===== config.mk =====
export PLATFORM = sky130hd
export DESIGN_NAME = instr_fetch_flat
export DESIGN_NICKNAME = d
export VERILOG_FILES = /design/src/rtl/instr_fetch_if.sv /design/src/rtl/instr_fetch.sv /design/src/flat_wrapper.sv
export SDC_FILE = /design/constraint.sdc
export NUM_CORES = 1
export LEC_CHECK = 0
export CAP_MARGIN = 20
export CORE_MARGIN = 3
export CORE_UTILIZATION = 38
export DETAILED_ROUTE_END_ITERATION = 6
export GPL_TIMING_DRIVEN = 0
export PLACE_DENSITY = 0.73
export SLEW_MARGIN = 20
export SYNTH_ARGS = -nofsm -noshare
export SYNTH_HDL_FRONTEND = slang
export SYNTH_SLANG_ARGS = --single-unit

===== constraint.sdc =====
create_clock -name clk -period 12.2 [get_ports clk]
set_clock_uncertainty 0.2 [all_clocks]
set_input_delay 3.05 -clock clk [delete_from_list [all_inputs] [get_ports clk]]
set_output_delay 3.05 -clock clk [all_outputs]
set_load 0.02 [all_outputs]

===== src/rtl/instr_fetch_if.sv =====
// Fetch-stage bundle: PC-register feedback, redirect, imem req/gnt/rvalid and
// decode valid/ready. master = fetch unit, slave = its surroundings.
interface instr_fetch_if #(
  parameter int XLEN = 32
);
  logic [XLEN-1:0] curr_pc;
  logic [XLEN-1:0] next_pc;
  logic            pc_en;
  logic            redirect_valid;
  logic [XLEN-1:0] redirect_pc;
  logic            imem_req;
  logic [XLEN-1:0] imem_addr;
  logic            imem_gnt;
  logic            imem_rvalid;
  logic [XLEN-1:0] imem_rdata;
  logic            if_valid;
  logic [XLEN-1:0] if_pc;
  logic [XLEN-1:0] if_instr;
  logic            if_ready;

  modport master (
    input  curr_pc, redirect_valid, redirect_pc, imem_gnt, imem_rvalid,
           imem_rdata, if_ready,
    output next_pc, pc_en, imem_req, imem_addr, if_valid, if_pc, if_instr
  );

  modport slave (
    output curr_pc, redirect_valid, redirect_pc, imem_gnt, imem_rvalid,
           imem_rdata, if_ready,
    input  next_pc, pc_en, imem_req, imem_addr, if_valid, if_pc, if_instr
  );
endinterface


===== src/rtl/instr_fetch.sv =====
// Instruction fetch: imem req/gnt/rvalid to decode valid/ready; gnt->if_valid 2 cycles min.
// Backpressure: requests stop once outstanding+buffered reaches DEPTH; redirect flushes.
module instr_fetch #(
  parameter int XLEN  = 32,
  parameter int DEPTH = 4
) (
  input  logic          clk,
  input  logic          rst,
  instr_fetch_if.master bus
);
  localparam int AW = $clog2(DEPTH);
  // Discards are not bounded by DEPTH (back-to-back redirects), only by what
  // the memory can hold in flight; a few spare bits cover that.
  localparam int DW = AW + 4;
  localparam logic [AW:0] DEPTH_W = (AW + 1)'(DEPTH);

  // One ring holds every live fetch: [rd,fill) returned, [fill,wr) granted.
  logic [AW:0]     wr_ptr, fill_ptr, rd_ptr;
  logic [DW-1:0]   disc_cnt;
  logic [XLEN-1:0] pc_mem    [DEPTH];
  logic [XLEN-1:0] instr_mem [DEPTH];

  logic [AW:0] pend_cnt, occ, occ_after_pop;
  logic        pop, credit, accept, drop, fill;

  assign pend_cnt      = wr_ptr - fill_ptr;
  assign occ           = wr_ptr - rd_ptr;
  assign pop           = bus.if_valid && bus.if_ready;
  assign occ_after_pop = occ - {{AW{1'b0}}, pop};
  assign credit        = occ_after_pop < DEPTH_W;

  assign bus.imem_req  = credit && !bus.redirect_valid && !rst;
  assign bus.imem_addr = bus.curr_pc;
  assign accept        = bus.imem_req && bus.imem_gnt;

  assign drop = bus.imem_rvalid && (disc_cnt != '0);
  assign fill = bus.imem_rvalid && (disc_cnt == '0);

  assign bus.pc_en   = accept || bus.redirect_valid;
  assign bus.next_pc = bus.redirect_valid ? (bus.redirect_pc & ~XLEN'(3))
                                          : bus.curr_pc + XLEN'(4);

  assign bus.if_valid = fill_ptr != rd_ptr;
  assign bus.if_pc    = pc_mem[rd_ptr[AW-1:0]];
  assign bus.if_instr = instr_mem[rd_ptr[AW-1:0]];

  always_ff @(posedge clk or posedge rst) begin
    if (rst) begin
      wr_ptr   <= '0;
      fill_ptr <= '0;
      rd_ptr   <= '0;
      disc_cnt <= '0;
    end else if (bus.redirect_valid) begin
      // Flush beats any same-cycle pop or fill; in-flight grants become discards.
      wr_ptr   <= '0;
      fill_ptr <= '0;
      rd_ptr   <= '0;
      disc_cnt <= disc_cnt + DW'(pend_cnt) - DW'(bus.imem_rvalid);
    end else begin
      if (accept) wr_ptr   <= wr_ptr + 1'b1;
      if (fill)   fill_ptr <= fill_ptr + 1'b1;
      if (pop)    rd_ptr   <= rd_ptr + 1'b1;
      if (drop)   disc_cnt <= disc_cnt - DW'(1);
    end
  end

  always_ff @(posedge clk) begin
    if (accept) pc_mem[wr_ptr[AW-1:0]]      <= bus.curr_pc;
    if (fill)   instr_mem[fill_ptr[AW-1:0]] <= bus.imem_rdata;
  end
endmodule


===== src/flat_wrapper.sv =====
// flat-port wrapper written by rule: the top's interface ports become plain ports
module instr_fetch_flat 
#(
  parameter int XLEN  = 32,
  parameter int DEPTH = 4
)
  (clk, rst, bus_curr_pc, bus_redirect_valid, bus_redirect_pc, bus_imem_gnt, bus_imem_rvalid, bus_imem_rdata, bus_if_ready, bus_next_pc, bus_pc_en, bus_imem_req, bus_imem_addr, bus_if_valid, bus_if_pc, bus_if_instr);
  instr_fetch_if #(.XLEN(XLEN)) bus_i ();
  input  logic clk;
  input  logic rst;
  input wire logic [$bits(bus_i.curr_pc)-1:0] bus_curr_pc;
  input wire logic [$bits(bus_i.redirect_valid)-1:0] bus_redirect_valid;
  input wire logic [$bits(bus_i.redirect_pc)-1:0] bus_redirect_pc;
  input wire logic [$bits(bus_i.imem_gnt)-1:0] bus_imem_gnt;
  input wire logic [$bits(bus_i.imem_rvalid)-1:0] bus_imem_rvalid;
  input wire logic [$bits(bus_i.imem_rdata)-1:0] bus_imem_rdata;
  input wire logic [$bits(bus_i.if_ready)-1:0] bus_if_ready;
  output wire logic [$bits(bus_i.next_pc)-1:0] bus_next_pc;
  output wire logic [$bits(bus_i.pc_en)-1:0] bus_pc_en;
  output wire logic [$bits(bus_i.imem_req)-1:0] bus_imem_req;
  output wire logic [$bits(bus_i.imem_addr)-1:0] bus_imem_addr;
  output wire logic [$bits(bus_i.if_valid)-1:0] bus_if_valid;
  output wire logic [$bits(bus_i.if_pc)-1:0] bus_if_pc;
  output wire logic [$bits(bus_i.if_instr)-1:0] bus_if_instr;
  assign bus_i.curr_pc = bus_curr_pc;
  assign bus_i.redirect_valid = bus_redirect_valid;
  assign bus_i.redirect_pc = bus_redirect_pc;
  assign bus_i.imem_gnt = bus_imem_gnt;
  assign bus_i.imem_rvalid = bus_imem_rvalid;
  assign bus_i.imem_rdata = bus_imem_rdata;
  assign bus_i.if_ready = bus_if_ready;
  assign bus_next_pc = bus_i.next_pc;
  assign bus_pc_en = bus_i.pc_en;
  assign bus_imem_req = bus_i.imem_req;
  assign bus_imem_addr = bus_i.imem_addr;
  assign bus_if_valid = bus_i.if_valid;
  assign bus_if_pc = bus_i.if_pc;
  assign bus_if_instr = bus_i.if_instr;
  instr_fetch #(.XLEN(XLEN), .DEPTH(DEPTH)) u_core (.clk(clk), .rst(rst), .bus(bus_i));
endmodule

==> results of run 1 <==
-- state kept, by name, summed over array words and instances, names as in the netlist --
register	cells
u_core.wr_ptr	3
u_core.fill_ptr	3
u_core.instr_mem	128
u_core.disc_cnt	6
u_core.pc_mem	128
u_core.rd_ptr	3
-- layout make-up --
cell class | instances | area, µm² | share of cell area
inverters | 28 | 105 | 0.00678
flip-flops and latches | 271 | 8060 | 0.520
multi-input cells | 308 | 3160 | 0.204
repair buffers | 237 | 2490 | 0.161
clock buffers | 35 | 748 | 0.0483
clock inverters | 13 | 109 | 0.00702
plain buffers | 56 | 340 | 0.0219
well taps | 390 | 488 | 0.0315
-- critical path: cells and delay by family --
family	cells	cell delay, ps
adders and majority gates	2	550
and+or+nand+nor	3	770
buffers and inverters	2	1110
xor gates and xnor gates	1	150
AOI/OAI and AO/OA	2	350
-- Yosys cell counts, drive strengths merged (5+ instances only) --
master / count / area share
inv: 28 / 0.0090
and2: 7 / 0.0038
nor2: 16 / 0.0052
dfrtp: 15 / 0.032
mux4: 64 / 0.12
ha: 25 / 0.027
a21oi: 5 / 0.0021
and3: 8 / 0.0043
nand2: 44 / 0.014
nand4: 12 / 0.0075
nand3: 15 / 0.0064
edfxtp: 256 / 0.66
buf: 44 / 0.025
xnor2: 27 / 0.020
xor2: 21 / 0.016
o21ai: 34 / 0.015
clkbuf: 12 / 0.0039
-- routing by layer --
layer  track usage  wire length [µm]
met1         0.217             11500
met2         0.272             13000
met3        0.0477              2300
met4        0.0393               608
met5             0                 0
-- cell families (layout without fill, tap and decap cells) --
| logic type | Yosys count | count (layout) |
|---|---|---|
| adders and majority gates | 27 | 27 |
| buffers and inverters | 84 | 369 |
| DFF | 271 | 271 |
| xor gates and xnor gates | 48 | 48 |
| AOI/OAI and AO/OA | 46 | 46 |
| and+or+nand+nor | 118 | 118 |
| muxes | 69 | 69 |
-- final timing paths --
kind	end	cells after the start	slack, ps	start
worst max-delay path	bus_pc_en	10	2970	bus_if_ready
worst min-delay path	u_core.wr_ptr[2]	1	340	u_core.wr_ptr[2]
worst max register to register	u_core.pc_mem[2][30]	9	7960	u_core.rd_ptr[1]
worst min register to register	u_core.wr_ptr[2]	1	340	u_core.wr_ptr[2]
max in group asynchronous	u_core.wr_ptr[0]	2	8590	rst
min in group asynchronous	u_core.wr_ptr[1]	2	2800	rst
-- power groups by stage --
stage	sequential [mW]	combinational (mW)	clock [mW]
floorplan	1.07	0.242	0
global placement	1.07	0.396	0
detailed placement	1.07	0.404	0
CTS	1.05	0.407	0.819
global route	1.06	0.443	0.856
finish	1.05	0.400	0.798
==> impl_metrics.yaml, run 1 <==
finish:
  layout_common_cells: "256 x edfxtp_1, 229 x clkdlybuf4s50_1, 64 x mux4_2, 44 x nand2_1"
  fin_cells: 1338
  area_growth_pct: 33.0
  layout_commonest_cell: "edfxtp_1"
  design_area_mm2: 0.0155
  final_core_util: 0.518
  n_antenna_cell: 0
  fillers: 2456
  finalNetCount: 1059
  drive_gt1_frac: 0.174
global_routing:
  grt_pass1_wl_mm: 42.1
  overflow: 0
  antenna_found_initial: 0
  grt_start_max_net_pins: 28
  grt_pass1_vias: 7124
  grtUsageTotal: 0.165
timing:
  hold_violations: 0
  setup_viol: 0
  hold_slack_ps: 344
  fin_tns_setup_ps: 0
  fin_ws_ps: 2970
  fmax_ghz: 0.108
  slew_headroom: 0.351
  finalCritPeriodShare: 0.757
  finalCriticalPeriod_ps: 9230
  rsz0062_at_grt: "false"
  worst_pin_slew_ps: 973
  finalMaxSlewViolations: 0
power_and_ir_drop:
  peakVddDrop_mv: 0.0966
  p_total_mw: 2.25
  combPwrFrac: 0.178
  netSwitchingPower_mw: 0.540
  leakage_nw: 5.23
  seqPwrFrac: 0.468
  switching_share: 0.240
  p_int_mw: 1.71
  p_per_area_mw_per_mm2: 145
  p_clk_frac: 0.354
job:
  maxCapViolations: 0
synth:
  synth_mux_area_frac: 0.128
  synthSimpleGateAreaFrac: 0.0548
  synth-compound-area-share: 0.0212
  synth_area_mm2: 0.0117
  avgSynthCellArea_um2: 17.6
  synthAdderAreaFrac: 0.0303
  async_flop_share: 0.0554
  synth-xor-area-share: 0.0361
  synth-seq-area-share: 0.691
  netlist-cell-type-count: 41
  syn_inst: 663
  synth_nets: 792
  yosys_most_used_dff: "edfxtp_1"
  synth_top_family_by_area: "multiplexers"
  ys_warn_count: 0
  synth_edf_count: 256
  ys_ff_latch: 271
hold_path:
  min-delay-path-class: "flop to flop"
die:
  fp.dieH_um: 181
  start_util: 0.389
  io_pins: 233
  rows: 63
  core_mm2: 0.0300
  die_area_mm2: 0.0328
  die_w_um: 181
drt:
  drt_iter0_drc: 470
  drt-pass1-iter-count: 5
  drc: 0
  drt-total-wl_mm: 27.4
  vias: 6714
  via_per_inst: 5.02
  routedWlPerCell_um: 20.5
  ant_nets: 0
clocking:
  root_buffer: "clkbuf_16"
  htree_levels: 1
  clock_sinks: 271
  worstSkewPairLatency_ps: 530
  cts.reportedPaths.clkPinSlew_ps: 60
  post_cts_resized: 0
  cts_setup_buffers: 0
  cts_buffer_depth: 3
  cts_hold_buf: 0
  cts_tree: "built"
  numCtsBuffers: 28
worst_setup_path:
  crit_required_ps: 8950
  crit_chain: "clkdlybuf4s50_1 > nand2_1 > ha_1 > a21o_1 > ha_1 > a21oi_1 > xnor2_1 > nor4b_4 > or2_2 > clkdlybuf4s50_1"
  cp-start-kind: "input port"
  max_stage_delay_ps: 600
  end_kind: "primary output"
  critPathSlowestCell: "clkdlybuf4s50_1"
  critical_path_class: "input port to primary output"
  arrival_ps: 5980
  crit_path_max_fanout: 8
placement:
  place_area_mm2: 0.0146
  dp_slack_ps: 2920
  dpl.cell_count: 1290
  routabilityCongestion: 0.797
  dp_hpwl_mm: 19.4
  port_buffers: 229
run_status:
  outcome: "completed"
Power figures use the tool's default switching activity.
==> run 2: changes to the inputs <==
--- a/config.mk
+++ b/config.mk
@@ -10,7 +10,7 @@
 export CORE_UTILIZATION = 38
 export DETAILED_ROUTE_END_ITERATION = 6
 export GPL_TIMING_DRIVEN = 0
-export PLACE_DENSITY = 0.73
+export PLACE_DENSITY = 0.75
 export SLEW_MARGIN = 20
 export SYNTH_ARGS = -nofsm -noshare
 export SYNTH_HDL_FRONTEND = slang
==> constraint.sdc (replaced) <==
create_clock -name clk -period 7.5 [get_ports clk]
set_clock_uncertainty 0.2 [all_clocks]
set_input_delay 1.875 -clock clk [delete_from_list [all_inputs] [get_ports clk]]
set_output_delay 1.875 -clock clk [all_outputs]
set_load 0.02 [all_outputs]
==> run 2 against run 1 <==
Register-to-register slack worse by 4700 ps. Largest cell class unchanged. Critical endpoint unchanged. Utilization down 0.11 points. Sequential share of layout area up 0.11 points. Routed wire length down 0.47%. Critical path type unchanged. Non-clock buffer count unchanged. Die area unchanged. Clock power up 59%. Clock-buffer cell count down 1. Setup slack worse by 2400 ps. Power up 62%. Final area down 0.21%. Flip-flop and latch count unchanged.
==> impl_metrics.yaml, run 2 (synthesized netlist as in run 1, its figures left out) <==
timing:
  slew_headroom: 0.418
  rsz0062_at_grt: "false"
  finalCritPeriodShare: 0.918
  fin_tns_setup_ps: 0
  fmax_ghz: 0.145
  setup_viol: 0
  hold_violations: 0
  finalMaxSlewViolations: 0
  finalCriticalPeriod_ps: 6880
  worst_pin_slew_ps: 873
  hold_slack_ps: 366
  fin_ws_ps: 616
finish:
  final_core_util: 0.517
  layout_common_cells: "256 x edfxtp_1, 229 x clkdlybuf4s50_1, 64 x mux4_2, 44 x nand2_1"
  drive_gt1_frac: 0.173
  finalNetCount: 1059
  design_area_mm2: 0.0155
  fillers: 2451
  layout_commonest_cell: "edfxtp_1"
  fin_cells: 1334
  area_growth_pct: 32.7
worst_setup_path:
  arrival_ps: 4810
  crit_path_start: "bus_if_ready"
  crit_required_ps: 5430
  end_kind: "primary output"
  critical_path_class: "input port to primary output"
  crit_path_max_fanout: 8
  cp-start-kind: "input port"
  r2r-start: "u_core.rd_ptr[0]"
hold_path:
  min-delay-path-class: "flop to flop"
  worstHoldStart: "u_core.wr_ptr[2]"
clocking:
  root_buffer: "clkbuf_16"
  numCtsBuffers: 28
  cts_setup_buffers: 0
  cts.reportedPaths.clkPinSlew_ps: 60
  cts_buffer_depth: 3
  worstSkewPairLatency_ps: 530
  htree_levels: 1
  cts_tree: "built"
  post_cts_resized: 0
  clock_sinks: 271
  cts_hold_buf: 0
placement:
  place_area_mm2: 0.0146
  routabilityCongestion: 0.824
  dp_hpwl_mm: 19.4
  port_buffers: 229
  dp_slack_ps: 590
  dpl.cell_count: 1290
die:
  fp.dieH_um: 181
  start_util: 0.389
  die_area_mm2: 0.0328
  rows: 63
  die_w_um: 181
  core_mm2: 0.0300
  io_pins: 233
global_routing:
  grt_start_max_net_pins: 28
  grt_pass1_vias: 7196
  grt_pass1_wl_mm: 42.0
  overflow: 0
  antenna_found_initial: 0
  grtUsageTotal: 0.164
power_and_ir_drop:
  p_total_mw: 3.64
  switching_share: 0.240
  netSwitchingPower_mw: 0.874
  p_per_area_mw_per_mm2: 235
  seqPwrFrac: 0.471
  leakage_nw: 5.20
  peakVddDrop_mv: 0.159
  p_clk_frac: 0.349
  combPwrFrac: 0.179
  p_int_mw: 2.76
drt:
  met3_wirelength_mm: 2.39
  vias: 6705
  met2_length_mm: 13.2
  routedWlPerCell_um: 20.5
  drt-total-wl_mm: 27.3
  ant_nets: 0
  drt-pass1-iter-count: 5
  drt_iter0_drc: 364
  top_layer_used: "met4"
  wl_met1_mm: 11.2
  drc: 0
  via_per_inst: 5.03
run_status:
  outcome: "completed"
job:
  maxCapViolations: 0
==> run 2: area by class of cell <==
type	count	area (µm²)	area share
Tap cell	390	488	0.0315
Multi-Input combinational cell	308	3160	0.204
Clock buffer	34	723	0.0467
Sequential cell	271	8060	0.521
Inverter	28	105	0.00679
Buffer	56	340	0.0220
Clock inverter	9	106	0.00687
Antenna cell	1	2.50	0.000162
Timing Repair Buffer	237	2480	0.160
==> run 2: layer usage <==
layer  vias to the layer above  GRT usage
li1                       3070          -
met1                      3324      0.219
met2                       279      0.271
met3                        32     0.0479
met4                         0     0.0305
met5                         -          0
==> run 2: power by group through the flow <==
stage / clock network [mW] / logic, mW / registers (mW)
global placement: 0 / 0.640 / 1.75
floorplan: 0 / 0.394 / 1.74
CTS: 1.31 / 0.663 / 1.72
detailed placement: 0 / 0.660 / 1.75
finish: 1.27 / 0.653 / 1.72
global route: 1.36 / 0.725 / 1.72
==> run 2: worst paths after layout <==
kind	endpoint	slack [ps]	cells past startpoint
min reg2reg	u_core.wr_ptr[2]	370	1
max in group asynchronous	u_core.disc_cnt[4]	5040	2
max reg2reg	u_core.pc_mem[2][19]	3310	11
min	u_core.wr_ptr[2]	370	1
min in group asynchronous	u_core.wr_ptr[2]	1640	2
max	bus_pc_en	620	10
==> run 2: worst max-delay path: stages <==
cell and delay (ps):
clkdlybuf4s50_1 500, nand2_1 120, ha_1 290, a21o_1 180
ha_1 260, a21oi_1 170, xnor2_1 150, nor4b_4 460
or2_2 200, clkdlybuf4s50_1 610
==> run 3: changes to the inputs <==
--- a/config.mk
+++ b/config.mk
@@ -11,6 +11,7 @@
 export DETAILED_ROUTE_END_ITERATION = 6
 export GPL_TIMING_DRIVEN = 0
 export PLACE_DENSITY = 0.75
+export SETUP_SLACK_MARGIN = 0.02
 export SLEW_MARGIN = 20
 export SYNTH_ARGS = -nofsm -noshare
 export SYNTH_HDL_FRONTEND = slang
==> results of run 3 <==
Same layout as run 2: the final DEF is identical, and so are final timing and power.
